===== config.mk =====
export PLATFORM = sky130hd
export DESIGN_NAME = block_drawer
export DESIGN_NICKNAME = d
export VERILOG_FILES = /design/src/rtl/block_pkg.sv /design/src/rtl/xy_scan_counter.sv /design/src/rtl/block_drawer.sv
export SDC_FILE = /design/constraint.sdc
export NUM_CORES = 1
export LEC_CHECK = 0
export ABC_AREA = 1
export CAP_MARGIN = 40
export CORE_ASPECT_RATIO = 0.75
export CORE_UTILIZATION = 54
export DETAILED_ROUTE_END_ITERATION = 12
export GPL_TIMING_DRIVEN = 0
export MAX_ROUTING_LAYER = met4
export PLACE_DENSITY = 0.89
export RECOVER_POWER = 100
export SYNTH_ARGS = -nofsm -noshare
export SYNTH_HDL_FRONTEND = slang
export SYNTH_SLANG_ARGS = --single-unit

===== constraint.sdc =====
create_clock -name clk -period 4.6 [get_ports clk]
set_input_delay 1.38 -clock clk [delete_from_list [all_inputs] [get_ports clk]]
set_output_delay 1.38 -clock clk [all_outputs]
set_load 0.01 [all_outputs]

===== src/rtl/block_pkg.sv =====
// Shared constants, state encoding and helpers for the block rasteriser.
// Descriptor layout: [0] orientation, [8:1] x origin, [15:9] y origin.
package block_pkg;

  localparam int ORIENT_BIT = 0;
  localparam int X_LSB      = 1;
  localparam int X_MSB      = 8;
  localparam int Y_LSB      = 9;
  localparam int Y_MSB      = 15;

  localparam int SCREEN_W  = 160;
  localparam int SCREEN_H  = 120;
  localparam int BLOCK_LEN = 12;
  localparam int BLOCK_WID = 4;

  localparam logic HORZ = 1'b0;
  localparam logic VERT = 1'b1;

  localparam logic [2:0] BG_COLOUR = 3'b000;
  localparam logic [2:0] COLOUR1   = 3'b100;
  localparam logic [2:0] COLOUR2   = 3'b010;
  localparam logic [2:0] COLOUR3   = 3'b001;
  localparam logic [2:0] COLOUR4   = 3'b110;

  typedef enum logic [1:0] {IDLE, CLEAR, DRAW, DONE} state_t;

  // Lowest enabled block index >= from; bit [2] flags that one exists.
  function automatic logic [2:0] next_enabled(input logic [3:0] en, input logic [2:0] from);
    logic [2:0] r;
    r = 3'b000;
    for (int i = 3; i >= 0; i--) begin
      if (en[i] && (3'(i) >= from)) r = {1'b1, 2'(i)};
    end
    return r;
  endfunction

  function automatic logic [2:0] block_colour(input logic [1:0] idx);
    logic [2:0] c;
    case (idx)
      2'd0:    c = COLOUR1;
      2'd1:    c = COLOUR2;
      2'd2:    c = COLOUR3;
      default: c = COLOUR4;
    endcase
    return c;
  endfunction

endpackage


===== src/rtl/xy_scan_counter.sv =====
// Raster-order 2-D counter (x inner, y outer) with runtime limits.
// clr_i returns to (0,0) and wins over adv_i; last_o marks the final position.
module xy_scan_counter #(
  parameter int XW = 8,
  parameter int YW = 7
) (
  input  logic          clk,
  input  logic          reset,
  input  logic          clr_i,
  input  logic          adv_i,
  input  logic [XW-1:0] width_i,
  input  logic [YW-1:0] height_i,
  output logic [XW-1:0] x_o,
  output logic [YW-1:0] y_o,
  output logic          last_o
);

  logic [XW-1:0] x_q, x_d;
  logic [YW-1:0] y_q, y_d;
  logic          x_end, y_end;

  assign x_end  = (x_q == width_i - XW'(1));
  assign y_end  = (y_q == height_i - YW'(1));
  assign last_o = x_end && y_end;
  assign x_o    = x_q;
  assign y_o    = y_q;

  always_comb begin
    x_d = x_q;
    y_d = y_q;
    if (clr_i) begin
      x_d = '0;
      y_d = '0;
    end else if (adv_i) begin
      if (x_end) begin
        x_d = '0;
        y_d = y_end ? '0 : y_q + YW'(1);
      end else begin
        x_d = x_q + XW'(1);
      end
    end
  end

  always_ff @(posedge clk or posedge reset) begin
    if (reset) begin
      x_q <= '0;
      y_q <= '0;
    end else begin
      x_q <= x_d;
      y_q <= y_d;
    end
  end

endmodule


===== src/rtl/block_drawer.sv =====
// Clears the 160x120 frame buffer then paints each enabled block as a filled
// rectangle, one registered pixel write per clock.
module block_drawer
  import block_pkg::*;
(
  input  logic        clk,
  input  logic        reset,
  input  logic [15:0] block1,
  input  logic [15:0] block2,
  input  logic [15:0] block3,
  input  logic [15:0] block4,
  input  logic [3:0]  block_en,
  input  logic        start,
  output logic [7:0]  vga_x,
  output logic [6:0]  vga_y,
  output logic [2:0]  vga_colour,
  output logic        vga_plot,
  output logic        busy,
  output logic        done
);

  state_t      state_q;
  logic [15:0] snap_q [4];
  logic [3:0]  snap_en_q;
  logic [1:0]  blk_idx_q;

  logic [7:0]  vga_x_q;
  logic [6:0]  vga_y_q;
  logic [2:0]  vga_colour_q;
  logic        vga_plot_q;
  logic        busy_q;
  logic        done_q;

  logic [7:0]  scan_x;
  logic [6:0]  scan_y;
  logic        scan_last;
  logic        scan_clr;
  logic        scan_adv;
  logic [7:0]  width_d;
  logic [6:0]  height_d;

  logic [15:0] cur_blk;
  logic [8:0]  sum_x_d;
  logic [7:0]  sum_y_d;
  logic        in_bounds_d;
  logic [2:0]  nxt_blk_d;

  // The scan counter idles at (0,0) and is re-zeroed whenever a scan finishes,
  // so every CLEAR or DRAW pass starts from its own origin.
  assign scan_clr = ((state_q != CLEAR) && (state_q != DRAW)) || scan_last;
  assign scan_adv = !scan_clr;

  always_comb begin
    cur_blk = snap_q[blk_idx_q];
    if (state_q == CLEAR) begin
      width_d  = 8'(SCREEN_W);
      height_d = 7'(SCREEN_H);
    end else if (cur_blk[ORIENT_BIT] == VERT) begin
      width_d  = 8'(BLOCK_WID);
      height_d = 7'(BLOCK_LEN);
    end else begin
      width_d  = 8'(BLOCK_LEN);
      height_d = 7'(BLOCK_WID);
    end
    sum_x_d     = {1'b0, cur_blk[X_MSB:X_LSB]} + {1'b0, scan_x};
    sum_y_d     = {1'b0, cur_blk[Y_MSB:Y_LSB]} + {1'b0, scan_y};
    in_bounds_d = (sum_x_d < 9'(SCREEN_W)) && (sum_y_d < 8'(SCREEN_H));
    nxt_blk_d   = next_enabled(snap_en_q, (state_q == DRAW) ? ({1'b0, blk_idx_q} + 3'd1) : 3'd0);
  end

  xy_scan_counter #(.XW(8), .YW(7)) u_scan (
    .clk      (clk),
    .reset    (reset),
    .clr_i    (scan_clr),
    .adv_i    (scan_adv),
    .width_i  (width_d),
    .height_i (height_d),
    .x_o      (scan_x),
    .y_o      (scan_y),
    .last_o   (scan_last)
  );

  always_ff @(posedge clk or posedge reset) begin
    if (reset) begin
      state_q      <= IDLE;
      snap_en_q    <= '0;
      blk_idx_q    <= '0;
      vga_x_q      <= '0;
      vga_y_q      <= '0;
      vga_colour_q <= '0;
      vga_plot_q   <= 1'b0;
      busy_q       <= 1'b0;
      done_q       <= 1'b0;
      for (int i = 0; i < 4; i++) snap_q[i] <= '0;
    end else begin
      case (state_q)
        IDLE: begin
          vga_plot_q <= 1'b0;
          done_q     <= 1'b0;
          if (start) begin
            snap_q[0] <= block1;
            snap_q[1] <= block2;
            snap_q[2] <= block3;
            snap_q[3] <= block4;
            snap_en_q <= block_en;
            blk_idx_q <= '0;
            busy_q    <= 1'b1;
            state_q   <= CLEAR;
          end
        end
        CLEAR: begin
          vga_x_q      <= scan_x;
          vga_y_q      <= scan_y;
          vga_colour_q <= BG_COLOUR;
          vga_plot_q   <= 1'b1;
          if (scan_last) begin
            blk_idx_q <= nxt_blk_d[1:0];
            state_q   <= nxt_blk_d[2] ? DRAW : DONE;
          end
        end
        DRAW: begin
          // Off-screen pixels still take their slot, just without a write.
          vga_x_q      <= sum_x_d[7:0];
          vga_y_q      <= sum_y_d[6:0];
          vga_colour_q <= block_colour(blk_idx_q);
          vga_plot_q   <= in_bounds_d;
          if (scan_last) begin
            blk_idx_q <= nxt_blk_d[1:0];
            state_q   <= nxt_blk_d[2] ? DRAW : DONE;
          end
        end
        DONE: begin
          vga_plot_q <= 1'b0;
          done_q     <= 1'b1;
          busy_q     <= 1'b0;
          state_q    <= IDLE;
        end
      endcase
    end
  end

  assign vga_x      = vga_x_q;
  assign vga_y      = vga_y_q;
  assign vga_colour = vga_colour_q;
  assign vga_plot   = vga_plot_q;
  assign busy       = busy_q;
  assign done       = done_q;

endmodule

==> results of run 1 <==
==> layer usage <==
layer  track usage (%)  wire, um  vias up
li1                  -         -     2571
met1             43.64      7275     2514
met2             45.79      6849      242
met3             7.098      1238       27
met4             10.19       348        0
met5                 -         0        -
==> cell usage in the layout, fill, tap and decap left out, drive strengths merged <==
cell,netlist,layout
nand2,310,310
dfrtp,108,108
clkdlybuf4s50,0,68
inv,66,66
nor2,48,48
o21ai,47,47
clkbuf,20,38
ha,25,25
dlygate4sd3,0,23
nand3,22,22
o22ai,15,15
nand4,14,14
xor2,9,9
o221ai,9,9
a21oi,7,7
o211ai,6,6
nor3,6,6
clkinv,0,4
a31oi,3,3
clkinvlp,0,2
nor3b,2,2
nand3b,2,2
xnor2,2,2
fa,2,2
buf,10,2
o21bai,1,1
o21a,1,1
a211oi,1,1
a32oi,1,1
a22o,1,1
and2,1,1
bufinv,0,1
==> path summary, 6_finish.rpt <==
kind / cells after the start / endpoint / slack, ns
worst max-delay path: 16 / vga_plot / 1.13
worst min-delay path: 2 / snap_q[40] / 0.48
worst max register to register: 16 / vga_plot / 1.13
worst min register to register: 2 / snap_q[40] / 0.48
max in group asynchronous: 3 / u_scan.x_o[1] / 1.55
min in group asynchronous: 2 / snap_q[25] / 2.03
==> registers in the layout, indices dropped and copies added, names as in the netlist, 2 cells and up <==
signal / flops
blk_idx_q: 2
snap_en_q: 4
snap_q: 64
state_q: 2
u_scan.x_o: 8
u_scan.y_o: 7
vga_colour: 3
vga_x: 8
vga_y: 7
==> where the power goes <==
| group | leakage, nW | switching (mW) | internal [mW] | total, mW |
|---|---|---|---|---|
| Sequential | 1.38 | 0.251 | 1.32 | 1.57 |
| Clock | 0.150 | 0.367 | 0.427 | 0.794 |
| Combinational | 2.09 | 1.29 | 0.677 | 1.97 |
| Total | 3.62 | 1.91 | 2.42 | 4.33 |
==> cell type report <==
class | count | area (sq um)
clock buffer | 9 | 225.2
tap | 136 | 170.2
timing repair buffer | 92 | 938.4
fill | 855 | 3214
clock inverter | 7 | 75.07
sequential | 108 | 2703
multi-input combinational | 535 | 2641
buffer | 30 | 112.6
inverter | 66 | 250.2
==> worst min-delay path, delay by kind of cell (launching register included) <==
family / cells / cell delay, ns
simple gates: 2 / 0.11
flops: 1 / 0.34
==> cell usage after synthesis, types with 2 or more instances <==
| library cell | count |
|---|---|
| o21ai_0 | 45 |
| xor2_1 | 9 |
| nor3_1 | 3 |
| buf_2 | 2 |
| dfrtp_1 | 108 |
| xnor2_1 | 2 |
| fa_1 | 2 |
| o211ai_1 | 6 |
| nand3_1 | 19 |
| inv_1 | 64 |
| buf_6 | 3 |
| a21oi_1 | 7 |
| nand3b_1 | 2 |
| o221ai_1 | 9 |
| nand4_1 | 14 |
| nand2_2 | 4 |
| a31oi_1 | 3 |
| o21ai_2 | 2 |
| nand2_1 | 305 |
| nor3b_2 | 2 |
| clkbuf_1 | 20 |
| ha_1 | 25 |
| nor3_2 | 3 |
| o22ai_1 | 15 |
| nand3_2 | 2 |
| nor2_1 | 47 |
| buf_1 | 5 |
==> per-stage QoR <==
stage | hold slack, ns | util, % | power (mW) | area (sq um)
after CTS | 0.4792 | 69.51 | 4.395 | 7181
after detailed placement | 0.4603 | 66.61 | 3.582 | 6880
final | 0.4794 | 68.88 | 4.334 | 7116
after global routing | 0.4910 | 68.88 | 4.647 | 7116
after global placement | 0.4599 | 66.32 | 3.524 | 6850
after floorplan | 0.4436 | - | 2.862 | 5769
==> cell families (layout without fill, tap and decap cells) <==
kind of cell | count (synthesis) | count (layout)
AND/OR/NAND/NOR | 405 | 405
buffers and inverters | 96 | 204
flip-flops | 108 | 108
AO/OA/AOI/OAI | 92 | 92
adder cells (fa/ha/maj) | 27 | 27
XOR/XNOR | 11 | 11
==> insert_results.sql, run 1 <==
INSERT INTO impl_metrics (metric_group, metric, value, unit) VALUES
('outcome', 'outcome', 'finished with violations', ''),
('outcome', 'failing_checks', 'capacitance limit, slew limit', ''),
('power_and_ir_drop', 'power_density', '609.1', 'nW/um^2'),
('global_route', 'gr-total-overflow', '0', ''),
('clock_tree', 'clock_insertion_delay_worst_skew', '0.35', 'ns'),
('drt', 'drc', '0', ''),
('min_path', 'min-delay-path-class', 'reg2reg', ''),
('worst_setup_path', 'crit_required', '4.82', 'ns'),
('final_layout', 'finish.net_count', '940', ''),
('logic_synthesis', 'synth.top_cell.area_share', '46.84', '%'),
('timing', 'timing_worst_slew_pin_value', '2.095', 'ns'),
('global_route', 'pin_count_of_the_biggest_net_entering_global_routing', '65', ''),
('drt', 'ant_nets', '0', ''),
('clock_tree', 'postcts_resize_cnt', '0', ''),
('run', 'maxCapViolCount', '1', ''),
('logic_synthesis', 'dominantRegCellSynth', 'dfrtp_1', ''),
('logic_synthesis', 'synthCells', '739', ''),
('worst_setup_path', 'worst_ep_arrival_time', '3.70', 'ns'),
('clock_tree', 'cts.reportedPaths.clkPinSlew', '0.07', 'ns'),
('worst_setup_path', 'timing_worst_setup_path_type', 'reg2reg', ''),
('worst_setup_path', 'timing.critical_path.from', 'blk_idx_q[1]', ''),
('power_and_ir_drop', 'static-leakage-power', '3.618', 'nW'),
('place', 'cell_count_after_placement', '967', ''),
('timing', 'slew_viol_final', '45', ''),
('worst_setup_path', 'worst_setup_path_end_kind', 'register', ''),
('timing', 'max_freq', '287.8', 'MHz'),
('worst_setup_path', 'worst_setup_path_start_kind', 'register', ''),
('timing', 'min_period_over_period', '75.54', '%'),
('clock_tree', 'max-clock-path-buffers', '2', ''),
('logic_synthesis', 'synth_largest_area_cell', 'dfrtp_1', ''),
('worst_setup_path', 'worst_path_largest_cell_delay', '0.53', 'ns'),
('floorplan', 'rows', '32', ''),
('clock_tree', 'cts-htree-levels', '3', ''),
('logic_synthesis', 'yosys_warnings', '0', ''),
('logic_synthesis', 'postSynthNetCount', '837', ''),
('worst_setup_path', 'crit_path_leading_delay_family', 'buffers and inverters', ''),
('logic_synthesis', 'avg_cell_area_syn', '7.807', 'sq um'),
('logic_synthesis', 'flip_flop_and_latch_count_after_synthesis', '108', ''),
('logic_synthesis', 'asyncSetResetFlopFracSynth', '100.0', '%'),
('timing', 'setup_repair_after_global_routing_missed_its_margin', 'false', ''),
('place', 'globalplace.congestion', '0.9932', ''),
('drt', 'detailroute.via_count', '5354', ''),
('global_route', 'grt_first_pass_wirelength', '25750', 'um'),
('drt', 'wl_per_cell', '15.98', 'um'),
('floorplan', 'die_area', '11110', 'sq um'),
('floorplan', 'die-width', '121.4', 'um'),
('timing', 'fin_ws', '1.125', 'ns'),
('final_layout', 'antenna-diode-count', '0', ''),
('logic_synthesis', 'post_synth_xor_area_fraction', '1.670', '%'),
('timing', 'final.setup.tns', '0', 'ns'),
('min_path', 'hold_path_startpoint', 'snap_q[40]', ''),
('clock_tree', 'cts_hold_buf', '0', ''),
('final_layout', 'fraction_of_final_layout_cells_sized_beyond_drive_strength_1', '3.306', '%'),
('global_route', 'grt_pass1_vias', '5186', ''),
('drt', 'vias_per_cell', '5.447', ''),
('clock_tree', 'cts_tree', 'built', ''),
('logic_synthesis', 'combinational_family_with_the_most_area_after_synthesis', 'simple AND/OR/NAND/NOR gates', ''),
('final_layout', 'finish.cell_count_without_fillers', '983', ''),
('logic_synthesis', 'synthMuxAreaShare', '0', '%'),
('clock_tree', 'clock_sinks', '108', ''),
('floorplan', 'initial_utilization', '55.85', '%'),
('logic_synthesis', 'synth-edff-count', '0', ''),
('drt', 'number_of_optimization_iterations_in_the_first_detailed_route_pass', '5', ''),
('worst_setup_path', 'regToRegStartpoint', 'blk_idx_q[1]', ''),
('logic_synthesis', 'area_fraction_in_compound_gates_after_synthesis', '9.607', '%'),
('floorplan', 'die_h', '91.52', 'um'),
('final_layout', 'area_growth_syn_to_layout', '23.34', '%'),
('logic_synthesis', 'post_synth_and_or_nand_nor_area_fraction', '29.04', '%'),
('worst_setup_path', 'critPathMaxFanout', '11', ''),
('timing', 'count_of_final_setup_violators', '0', ''),
('timing', 'period_minus_slack', '3.475', 'ns');
Power figures use the tool's default switching activity.
==> run 2: changes to the inputs <==
Clock period 4.6 ns to 3.5 ns, I/O delays scaled along.
==> run 2 against run 1 <==
The flow now finishes without violations; fmax increased by 10%; worst hold slack improved by 0.0029 ns; die area unchanged; via count grew 1.8%; first-iteration DRC count is 14% lower; core utilization rose by 0.19 points; clock power rose by 27%; combinational power up 32%; power increased by 31%; count of clock-buffer cells in the layout stayed put; sequential power up 31%.
==> insert_results.sql, run 2 (synthesis gave the netlist of run 1 again) <==
INSERT INTO impl_metrics (metric_group, metric, value, unit) VALUES
('global_route', 'grt.total_usage', '31.49', '%'),
('drt', 'drt_first_iter_violations', '525', ''),
('final_layout', 'area_growth_syn_to_layout', '23.68', '%'),
('global_route', 'gr-total-overflow', '0', ''),
('worst_setup_path', 'worst_path_largest_cell_delay', '0.43', 'ns'),
('timing', 'setup_repair_after_global_routing_missed_its_margin', 'false', ''),
('worst_setup_path', 'timing.critical_path.cells', 'buf_6, inv_4, clkbuf_1, o21ai_0, o22ai_1, ha_1, inv_1, fa_1, inv_1, nand4_1, nand3_1, nand2_1, nand2_1, nand2_1, nand2_1, nand2_1, o21ai_0', ''),
('clock_tree', 'max-clock-path-buffers', '2', ''),
('clock_tree', 'cts-htree-levels', '3', ''),
('timing', 'slew_viol_final', '0', ''),
('power_and_ir_drop', 'ir_worst_vdd', '0.4671', 'mV'),
('floorplan', 'die-width', '121.4', 'um'),
('clock_tree', 'cts_buffers', '9', ''),
('timing', 'count_of_final_setup_violators', '0', ''),
('final_layout', 'most_common_cell_after_layout_fill_and_taps_aside', 'nand2_1', ''),
('drt', 'number_of_optimization_iterations_in_the_first_detailed_route_pass', '5', ''),
('final_layout', 'finish.net_count', '941', ''),
('clock_tree', 'cts_tree', 'built', ''),
('final_layout', 'most-common-layout-cells', 'nand2_1, dfrtp_1, clkdlybuf4s50_1, inv_1', ''),
('floorplan', 'die_area', '11110', 'sq um'),
('timing', 'min_period_over_period', '90.24', '%'),
('clock_tree', 'clock_sinks', '108', ''),
('worst_setup_path', 'rr_worst_depth', '17', ''),
('floorplan', 'initial_utilization', '55.85', '%'),
('global_route', 'pin_count_of_the_biggest_net_entering_global_routing', '37', ''),
('run', 'maxCapViolCount', '0', ''),
('final_layout', 'max_flop_register', 'snap_q', ''),
('worst_setup_path', 'path_buf_inv', '5', ''),
('global_route', 'grt_pass1_vias', '5194', ''),
('floorplan', 'rows', '32', ''),
('clock_tree', 'clock_insertion_delay_worst_skew', '0.35', 'ns'),
('min_path', 'min-delay-path-class', 'reg2reg', ''),
('floorplan', 'core_region_area', '10330', 'sq um'),
('final_layout', 'n_fill_cell', '825', ''),
('power_and_ir_drop', 'static-leakage-power', '3.631', 'nW'),
('worst_setup_path', 'worst_setup_path_end_kind', 'register', ''),
('clock_tree', 'root_buffer', 'clkbuf_16', ''),
('drt', 'detail_route.wirelength', '15830', 'um'),
('timing', 'timing_worst_slew_pin_value', '1.075', 'ns'),
('power_and_ir_drop', 'power_density', '793.8', 'nW/um^2'),
('worst_setup_path', 'crit_path_leading_delay_family', 'buffers and inverters', ''),
('floorplan', 'floorplan.io_pins', '92', ''),
('timing', 'final.setup.tns', '0', 'ns'),
('drt', 'ant_nets', '0', ''),
('floorplan', 'die_h', '91.52', 'um'),
('timing', 'max_freq', '316.6', 'MHz'),
('final_layout', 'postLayoutCoreUtil', '69.08', '%'),
('final_layout', 'area_used_by_multi_input_combinational_logic', '2636', 'sq um'),
('global_route', 'grt_antenna_before_repair', '0', ''),
('timing', 'hold_violations', '0', ''),
('worst_setup_path', 'critPathMaxFanout', '10', ''),
('worst_setup_path', 'worst_setup_path_start_kind', 'register', ''),
('final_layout', 'regArea', '2703', 'sq um'),
('timing', 'clock_skew_after_layout', '0.005373', 'ns'),
('worst_setup_path', 'worst_ep_arrival_time', '3.42', 'ns'),
('worst_setup_path', 'cp.depth', '17', ''),
('final_layout', 'fraction_of_final_layout_cells_sized_beyond_drive_strength_1', '3.656', '%'),
('drt', 'drc', '0', ''),
('outcome', 'outcome', 'completed', ''),
('drt', 'vias_per_cell', '5.540', ''),
('worst_setup_path', 'critical_path.most_common_cell', 'nand2_1', ''),
('clock_tree', 'cts.reportedPaths.clkPinSlew', '0.08', 'ns'),
('worst_setup_path', 'timing_worst_setup_path_type', 'reg2reg', ''),
('drt', 'wl_per_cell', '16.09', 'um'),
('place', 'detailedPlacementHpwl', '11920', 'um'),
('worst_setup_path', 'crit_required', '3.76', 'ns'),
('place', 'io_buffers', '91', ''),
('place', 'globalplace.congestion', '0.9597', ''),
('min_path', 'min_delay_path_depth', '2', ''),
('clock_tree', 'postcts_resize_cnt', '0', ''),
('worst_setup_path', 'timing.critical_path.slowest_stage_cell', 'dfrtp_1', ''),
('drt', 'detailroute.via_count', '5451', ''),
('timing', 'period_minus_slack', '3.158', 'ns'),
('final_layout', 'antenna-diode-count', '0', ''),
('global_route', 'grt_first_pass_wirelength', '25790', 'um'),
('timing', 'slew_headroom', '27.91', '%'),
('final_layout', 'largest_register_ffs', '64', '');
## run 2: cell count changes in the layout (fill, tap and decap cells not counted), sizes merged
cell,delta
buf,+2
bufinv,-1
clkbuf,-1
clkinvlp,-1
inv,+2
## run 2: layout make-up
type,count,area share [%]
timing repair buffer,94,13.50
clock buffer,9,3.156
inverter,66,3.524
tap,136,2.385
sequential,108,37.87
buffer,29,1.631
multi-input combinational,535,36.95
clock inverter,7,0.9819
## run 2: tightest hold or removal path, delay by kind of cell (launching register included)
| kind | cells | cell delay [ns] |
|---|---|---|
| DFF | 1 | 0.34 |
| and+or+nand+nor | 2 | 0.11 |
## run 2: final timing paths
path,from,endpoint,slack [ns]
setup / recovery,blk_idx_q[0],vga_plot,0.34
setup reg to reg,blk_idx_q[0],vga_plot,0.34
hold / removal,snap_q[42],snap_q[42],0.48
max in group asynchronous,reset,state_q[1],0.72
hold reg to reg,snap_q[42],snap_q[42],0.48
min in group asynchronous,reset,snap_q[9],1.35
## run 2: repair_timing
| action | CTS | global route |
|---|---|---|
| hold endpoints to repair | 0 | 0 |
| endpoints found under the setup margin | 0 | 1 |
| buffers inserted | 0 | 0 |
| hold buffers | 0 | 0 |
## run 2: routing by layer
| layer | vias to the layer above | track usage (%) | wire length (um) |
|---|---|---|---|
| met5 | - | - | 0 |
| met4 | 0 | 8.436 | 330 |
| met3 | 33 | 6.972 | 1476 |
| met2 | 307 | 44.93 | 6811 |
| met1 | 2529 | 45.10 | 7213 |
| li1 | 2582 | - | - |
## run 2: per-stage QoR
stage / total power, mW / area [sq um] / setup slack (ns) / instances / hold WS (ns)
global placement: 4.609 / 6854 / 0.1329 / 966 / 0.4582
global route: 6.040 / 7136 / 0.1317 / 984 / 0.5005
finish: 5.664 / 7136 / 0.3417 / 984 / 0.4823
floorplan: 3.762 / 5773 / 1.098 / 739 / 0.4436
detailed placement: 4.696 / 6922 / 0.3803 / 969 / 0.4661
CTS: 5.733 / 7217 / 0.2587 / 985 / 0.4853
## run 2: power by group
part,internal [mW],switching (mW)
Sequential,1.74,0.320
Combinational,0.897,1.70
Clock,0.504,0.507
==> run 3: changes to the inputs <==
Settings changed: ABC_AREA 1 to unset, PLACE_DENSITY 0.89 to 0.9.
==> run 3 against run 2 <==
Via count down 21%; area after synthesis down 1.9%; flip-flop and latch count unchanged; first-iteration DRC count down 54%; critical endpoint is now vga_y[4]; largest power group is now sequential cells; highest routed layer unchanged.
==> insert_results.sql, run 3 <==
INSERT INTO impl_metrics (metric_group, metric, value, unit) VALUES
('clock_tree', 'clock_sinks', '108', ''),
('logic_synthesis', 'synthesis.area', '5659', 'sq um'),
('timing', 'period_minus_slack', '3.325', 'ns'),
('final_layout', 'finish.cell_count_without_fillers', '706', ''),
('drt', 'wl_per_cell', '20.11', 'um'),
('place', 'io_buffers', '91', ''),
('drt', 'detailroute.via_count', '4282', ''),
('place', 'post_dp_cell_area', '6779', 'sq um'),
('logic_synthesis', 'synthDistinctLibCells', '56', ''),
('run', 'maxCapViolCount', '0', ''),
('worst_setup_path', 'timing_worst_setup_path_type', 'reg2reg', ''),
('worst_setup_path', 'worst_setup_path_end_kind', 'register', ''),
('timing', 'max_freq', '300.8', 'MHz'),
('drt', 'drc', '0', ''),
('timing', 'hold_violations', '0', ''),
('power_and_ir_drop', 'power_density', '352.9', 'nW/um^2'),
('timing', 'timing_worst_slew_pin_value', '1.210', 'ns'),
('power_and_ir_drop', 'ir_worst_vdd', '0.2553', 'mV'),
('timing', 'slew_headroom', '18.88', '%'),
('logic_synthesis', 'netlist_top_cells_count', 'dfrtp_1, mux2_2, nor2_1, ha_1, inv_1', ''),
('final_layout', 'n_fill_cell', '680', ''),
('clock_tree', 'clock_insertion_delay_worst_skew', '0.36', 'ns'),
('clock_tree', 'cts.reportedPaths.clkPinSlew', '0.07', 'ns'),
('floorplan', 'die_area', '10900', 'sq um'),
('logic_synthesis', 'synth_seq_area_share', '47.76', '%'),
('global_route', 'grt_first_pass_wirelength', '22670', 'um'),
('global_route', 'grt_antenna_before_repair', '0', ''),
('place', 'globalplace.congestion', '0.9319', ''),
('final_layout', 'area_growth_syn_to_layout', '25.07', '%'),
('final_layout', 'most-common-layout-cells', 'dfrtp_1, mux2_2, clkdlybuf4s50_1, nor2_1, ha_1', ''),
('final_layout', 'most_common_cell_after_layout_fill_and_taps_aside', 'dfrtp_1', ''),
('worst_setup_path', 'crit_required', '3.73', 'ns'),
('final_layout', 'layout.cell_area.non_filler', '7078', 'sq um'),
('final_layout', 'regArea', '2703', 'sq um'),
('logic_synthesis', 'yosys.cell_count.top_type', 'dfrtp_1', ''),
('logic_synthesis', 'synth-edff-count', '0', ''),
('timing', 'setup_repair_after_global_routing_missed_its_margin', 'false', ''),
('clock_tree', 'cts_tree', 'built', ''),
('final_layout', 'largest_register_ffs', '64', ''),
('timing', 'clock_skew_after_layout', '0.009882', 'ns'),
('drt', 'number_of_optimization_iterations_in_the_first_detailed_route_pass', '7', ''),
('outcome', 'outcome', 'completed', ''),
('clock_tree', 'cts_hold_buf', '0', ''),
('power_and_ir_drop', 'static-leakage-power', '3.411', 'nW'),
('logic_synthesis', 'synth.top_cell.area_share', '47.76', '%'),
('final_layout', 'finish.net_count', '667', ''),
('clock_tree', 'cts_buffers', '9', ''),
('place', 'pre_cts_slack', '-0.4465', 'ns'),
('worst_setup_path', 'worst_setup_path_start_kind', 'register', ''),
('global_route', 'pin_count_of_the_biggest_net_entering_global_routing', '42', ''),
('floorplan', 'floorplan.io_pins', '92', ''),
('drt', 'drt_first_iter_violations', '243', ''),
('place', 'cell_count_after_placement', '690', ''),
('logic_synthesis', 'asyncSetResetFlopFracSynth', '100.0', '%'),
('worst_setup_path', 'worst_path_largest_cell_delay', '0.46', 'ns'),
('worst_setup_path', 'timing.critical_path.slowest_stage_cell', 'dfrtp_1', ''),
('clock_tree', 'cts-htree-levels', '3', ''),
('timing', 'count_of_final_setup_violators', '0', ''),
('clock_tree', 'postcts_resize_cnt', '3', ''),
('worst_setup_path', 'timing.critical_path.cells', 'clkbuf_4, clkbuf_4, mux4_1, ha_1, fa_1, a21o_1, a21oi_1, xor2_1, mux2i_1, mux2_1', ''),
('timing', 'min_period_over_period', '94.99', '%'),
('drt', 'detail_route.wirelength', '14200', 'um'),
('logic_synthesis', 'postSynthNetCount', '563', ''),
('place', 'detailedPlacementHpwl', '10310', 'um'),
('floorplan', 'core_region_area', '9930', 'sq um'),
('global_route', 'gr-total-overflow', '0', ''),
('global_route', 'grt_pass1_vias', '4350', ''),
('final_layout', 'fraction_of_final_layout_cells_sized_beyond_drive_strength_1', '18.29', '%'),
('logic_synthesis', 'flip_flop_and_latch_count_after_synthesis', '108', ''),
('worst_setup_path', 'worst_ep_arrival_time', '3.56', 'ns'),
('final_layout', 'postLayoutCoreUtil', '71.28', '%'),
('timing', 'slew_viol_final', '0', ''),
('floorplan', 'die-width', '120.2', 'um'),
('final_layout', 'area_used_by_multi_input_combinational_logic', '2761', 'sq um'),
('logic_synthesis', 'dominantRegCellSynth', 'dfrtp_1', ''),
('final_layout', 'max_flop_register', 'snap_q', ''),
('final_layout', 'antenna-diode-count', '0', ''),
('logic_synthesis', 'synthCells', '465', ''),
('worst_setup_path', 'critical_path.most_common_cell', 'clkbuf_4', ''),
('logic_synthesis', 'avg_cell_area_syn', '12.17', 'sq um'),
('floorplan', 'initial_utilization', '56.99', '%'),
('drt', 'ant_nets', '0', ''),
('logic_synthesis', 'yosys_warnings', '0', ''),
('logic_synthesis', 'synth_largest_area_cell', 'dfrtp_1', ''),
('clock_tree', 'max-clock-path-buffers', '2', ''),
('floorplan', 'rows', '31', ''),
('worst_setup_path', 'critPathMaxFanout', '10', ''),
('logic_synthesis', 'synth_area_leaders', 'dfrtp_1, mux2_2, ha_1', ''),
('clock_tree', 'root_buffer', 'clkbuf_16', ''),
('timing', 'fin_ws', '0.1754', 'ns'),
('clock_tree', 'postCtsSetupBuffers', '0', ''),
('min_path', 'min-delay-path-class', 'reg2reg', ''),
('drt', 'vias_per_cell', '6.065', ''),
('global_route', 'grt.total_usage', '28.55', '%'),
('floorplan', 'die_h', '90.66', 'um');
run 3: changes by cell type after synthesis, sizes merged, moves of 15 or more:
cell,before,now
a21oi,7,22
mux4,0,16
inv,66,23
o21ai,47,12
nand2,310,18
nor2,48,30
mux2,0,73
run 3: metal layers:
layer	GRT usage, %	share of wire, %	wire, um	vias up
li1	-	-	-	1911
met1	37.75	43	6047	2100
met3	6.376	8.5	1212	27
met2	43.39	47	6608	244
met5	-	0	0	-
met4	10.39	2.3	329	0
run 3: cell type report:
| cell class | count | share of cell area, % |
|---|---|---|
| Buffer | 21 | 1.343 |
| Clock buffer | 11 | 3.571 |
| Clock inverter | 5 | 1.255 |
| Inverter | 24 | 1.290 |
| Multi-Input combinational cell | 312 | 39.01 |
| Sequential cell | 108 | 38.18 |
| Tap cell | 132 | 2.333 |
| Timing Repair Buffer | 93 | 13.01 |
run 3: stage by stage:
| step | hold slack, ns | TNS, ns | power [mW] |
|---|---|---|---|
| 2_1_floorplan | 0.4704 | 0 | 1.291 |
| 3_3_place_gp | 0.4769 | -1.136 | 1.379 |
| 3_5_place_dp | 0.4861 | -1.309 | 1.386 |
| 4_1_cts | 0.5019 | 0 | 2.521 |
| 5_1_grt | 0.5041 | 0 | 2.573 |
| 6_report | 0.4948 | 0 | 2.498 |
run 3: cell families (layout without fill, tap and decap cells):
family	count (synthesis)	in the layout	synth area share, %
buf+inv	45	154	3.139
flops	108	108	47.76
mux	98	98	22.88
xor+xnor	17	17	2.631
fa+ha+maj	27	27	6.235
compound gates	80	80	9.220
simple gates	90	90	8.136
run 3: critical path, delay by kind of cell, from the launching register on:
family | cells | cell delay [ns]
muxes | 3 | 0.87
adders and majority gates | 2 | 0.71
buffers and inverters | 2 | 0.58
DFF | 1 | 0.46
AOI/OAI and AO/OA | 2 | 0.36
xor gates and xnor gates | 1 | 0.22
run 3: where the power goes:
part / switching, mW / internal (mW)
Combinational: 0.0391 / 0.0691
Clock: 0.468 / 0.675
Sequential: 0 / 1.25
Total: 0.507 / 1.99
run 3: worst paths after layout:
path / to / from / slack [ns] / cells after the start
worst max-delay path: vga_y[4] / blk_idx_q[0] / 0.18 / 10
worst min-delay path: vga_y[2] / vga_y[2] / 0.49 / 1
worst max register to register: vga_y[4] / blk_idx_q[0] / 0.18 / 10
worst min register to register: vga_y[2] / vga_y[2] / 0.49 / 1
max in group asynchronous: snap_q[29] / reset / 0.61 / 3
min in group asynchronous: vga_y[0] / reset / 1.40 / 2
==> edit, RTL diff (config.mk and constraints of run 3) <==
Encoding of `state_t`: now one-hot (4 bits for 4 states).
--- a/src/rtl/block_pkg.sv
+++ b/src/rtl/block_pkg.sv
@@ -23,5 +23,5 @@
   localparam logic [2:0] COLOUR4   = 3'b110;
 
-  typedef enum logic [1:0] {IDLE, CLEAR, DRAW, DONE} state_t;
+  typedef enum logic [3:0] {IDLE = 4'b0001, CLEAR = 4'b0010, DRAW = 4'b0100, DONE = 4'b1000} state_t;
 
   // Lowest enabled block index >= from; bit [2] flags that one exists.
Check against the original RTL: same outputs for any inputs over 10 cycles, from zero or initial values and one cycle with reset high; not proved beyond that.
==> edit against run 3 <==
- the run now ends with max-capacitance violations, max-slew violations left
- via count rose by 8.1%
- clock power fell by 13%
- area after synthesis rose by 2.0%
- final area rose by 1.6%
- final cell count rose by 5.8%
- global-route usage rose by 2.3 points
- total power fell by 5.0%
- sequential cell count rose by 2
- worst setup slack improved by 0.013 ns
- clock skew fell by 0.00055 ns
- wire length rose by 8.2%
- critical endpoint is now vga_plot
==> edit: results (changes against run 3) <==
outcome=finished, violations left (was finished, final reports clean); failing checks=max-capacitance violations, max-slew violations; min-delay src=snap_q[53] (was vga_y[2]); Plain + repair buffers=121 (was 114); fin cells=747 (was 706); max-cap violation count=1 (was 0); Net Count, Synth=593 (was 563); Avg WL per Cell=20.56 µm (was 20.11 µm); sequential cell area share=0.3829 (was 0.3818); Non-clock inverters=13 (was 24); Worst R2R End=vga_plot (was vga_y[4]); layout cells sized above 1=0.1882 (was 0.1829); First-pass DRT Iterations=5 (was 7); sw power=0.0005176 W (was 0.0005068 W); multi-input gate count=351 (was 312); worst skew pair latency=0.36 ns (about the same); Initial DRC Count=362 (was 243); part of the Yosys area used for sequential elements=0.4769 (was 0.4776); vias in the first global route=4685 (was 4350); worst hold slack=0.5098 ns (was 0.4948 ns); Nets=700 (was 667); Routability Congestion=0.9234 (was 0.9319); VDD IR-drop max=540.1 µV (was 255.3 µV); Slew @ Worst Pin=1.692 ns (was 1.210 ns); max-slew violation count=39 (was 0); Hold Path Sink=snap_q[53] (was vga_y[2]); placed cells=730 (was 690); Comb. pwr=0.000112 W (was 0.000108 W); num rows=32 (was 31); Static Leakage=3.265 nW (was 3.411 nW); Arr. time, crit path=3.57 ns (was 3.56 ns); via count=4628 (was 4282); fill cell count=760 (was 680); total power=0.002372 W (was 0.002498 W); all-layer global routing usage=0.3083 (was 0.2855); Synth area leaders=dfrtp_1 (47%), mux2_2 (13%), mux4_2 (6.2%) (was dfrtp_1 (48%), mux2_2 (15%), ha_1 (5.5%)); area of the multi-input gates=0.002851 mm² (was 0.002761 mm²); DP Worst Slack=-0.3912 ns (was -0.4465 ns); pwr dens=329.8 mW/mm² (was 352.9 mW/mm²); Placed Area=0.006924 mm² (was 0.006779 mm²); R2R depth=12 (was 10); Fin Clk Skew=0.009333 ns (was 0.009882 ns); Synth Register Bits=110 (was 108); Synth cell types=59 (was 56); first-pass GRT wire length=24.91 mm (was 22.67 mm)
[edit: worst max-delay path, stage by stage (launching register included)]
cell and delay, ns:
dfrtp_1 0.41, buf_6 0.20, buf_4 0.27, mux4_2 0.55, ha_1 0.21, inv_1 0.08
fa_1 0.19, nor2b_1 0.09, o31a_1 0.28, o31a_1 0.26, a221oi_1 0.31, o32ai_1 0.13
nor2_1 0.22
[edit: timing repair]
item	in CTS	in global routing
gates resized for setup	6	5
hold buffers	0	0
endpoints found under the setup margin	5	1
[edit: logic make-up after synthesis]
kind of cell,after synthesis,synth area share
multiplexers,87,0.2002
XOR/XNOR,11,0.01668
AO/OA/AOI/OAI,93,0.1079
flip-flops,110,0.4769
buffers and inverters,38,0.02817
adder cells (fa/ha/maj),23,0.05244
AND/OR/NAND/NOR,137,0.1177
[edit: routing by layer]
metal,global-route usage,routed length [µm],vias to the layer above
met1,0.4060,6493,2296
li1,-,-,2063
met5,-,0,-
met2,0.4664,7206,235
met4,0.09362,362,0
met3,0.08354,1294,34
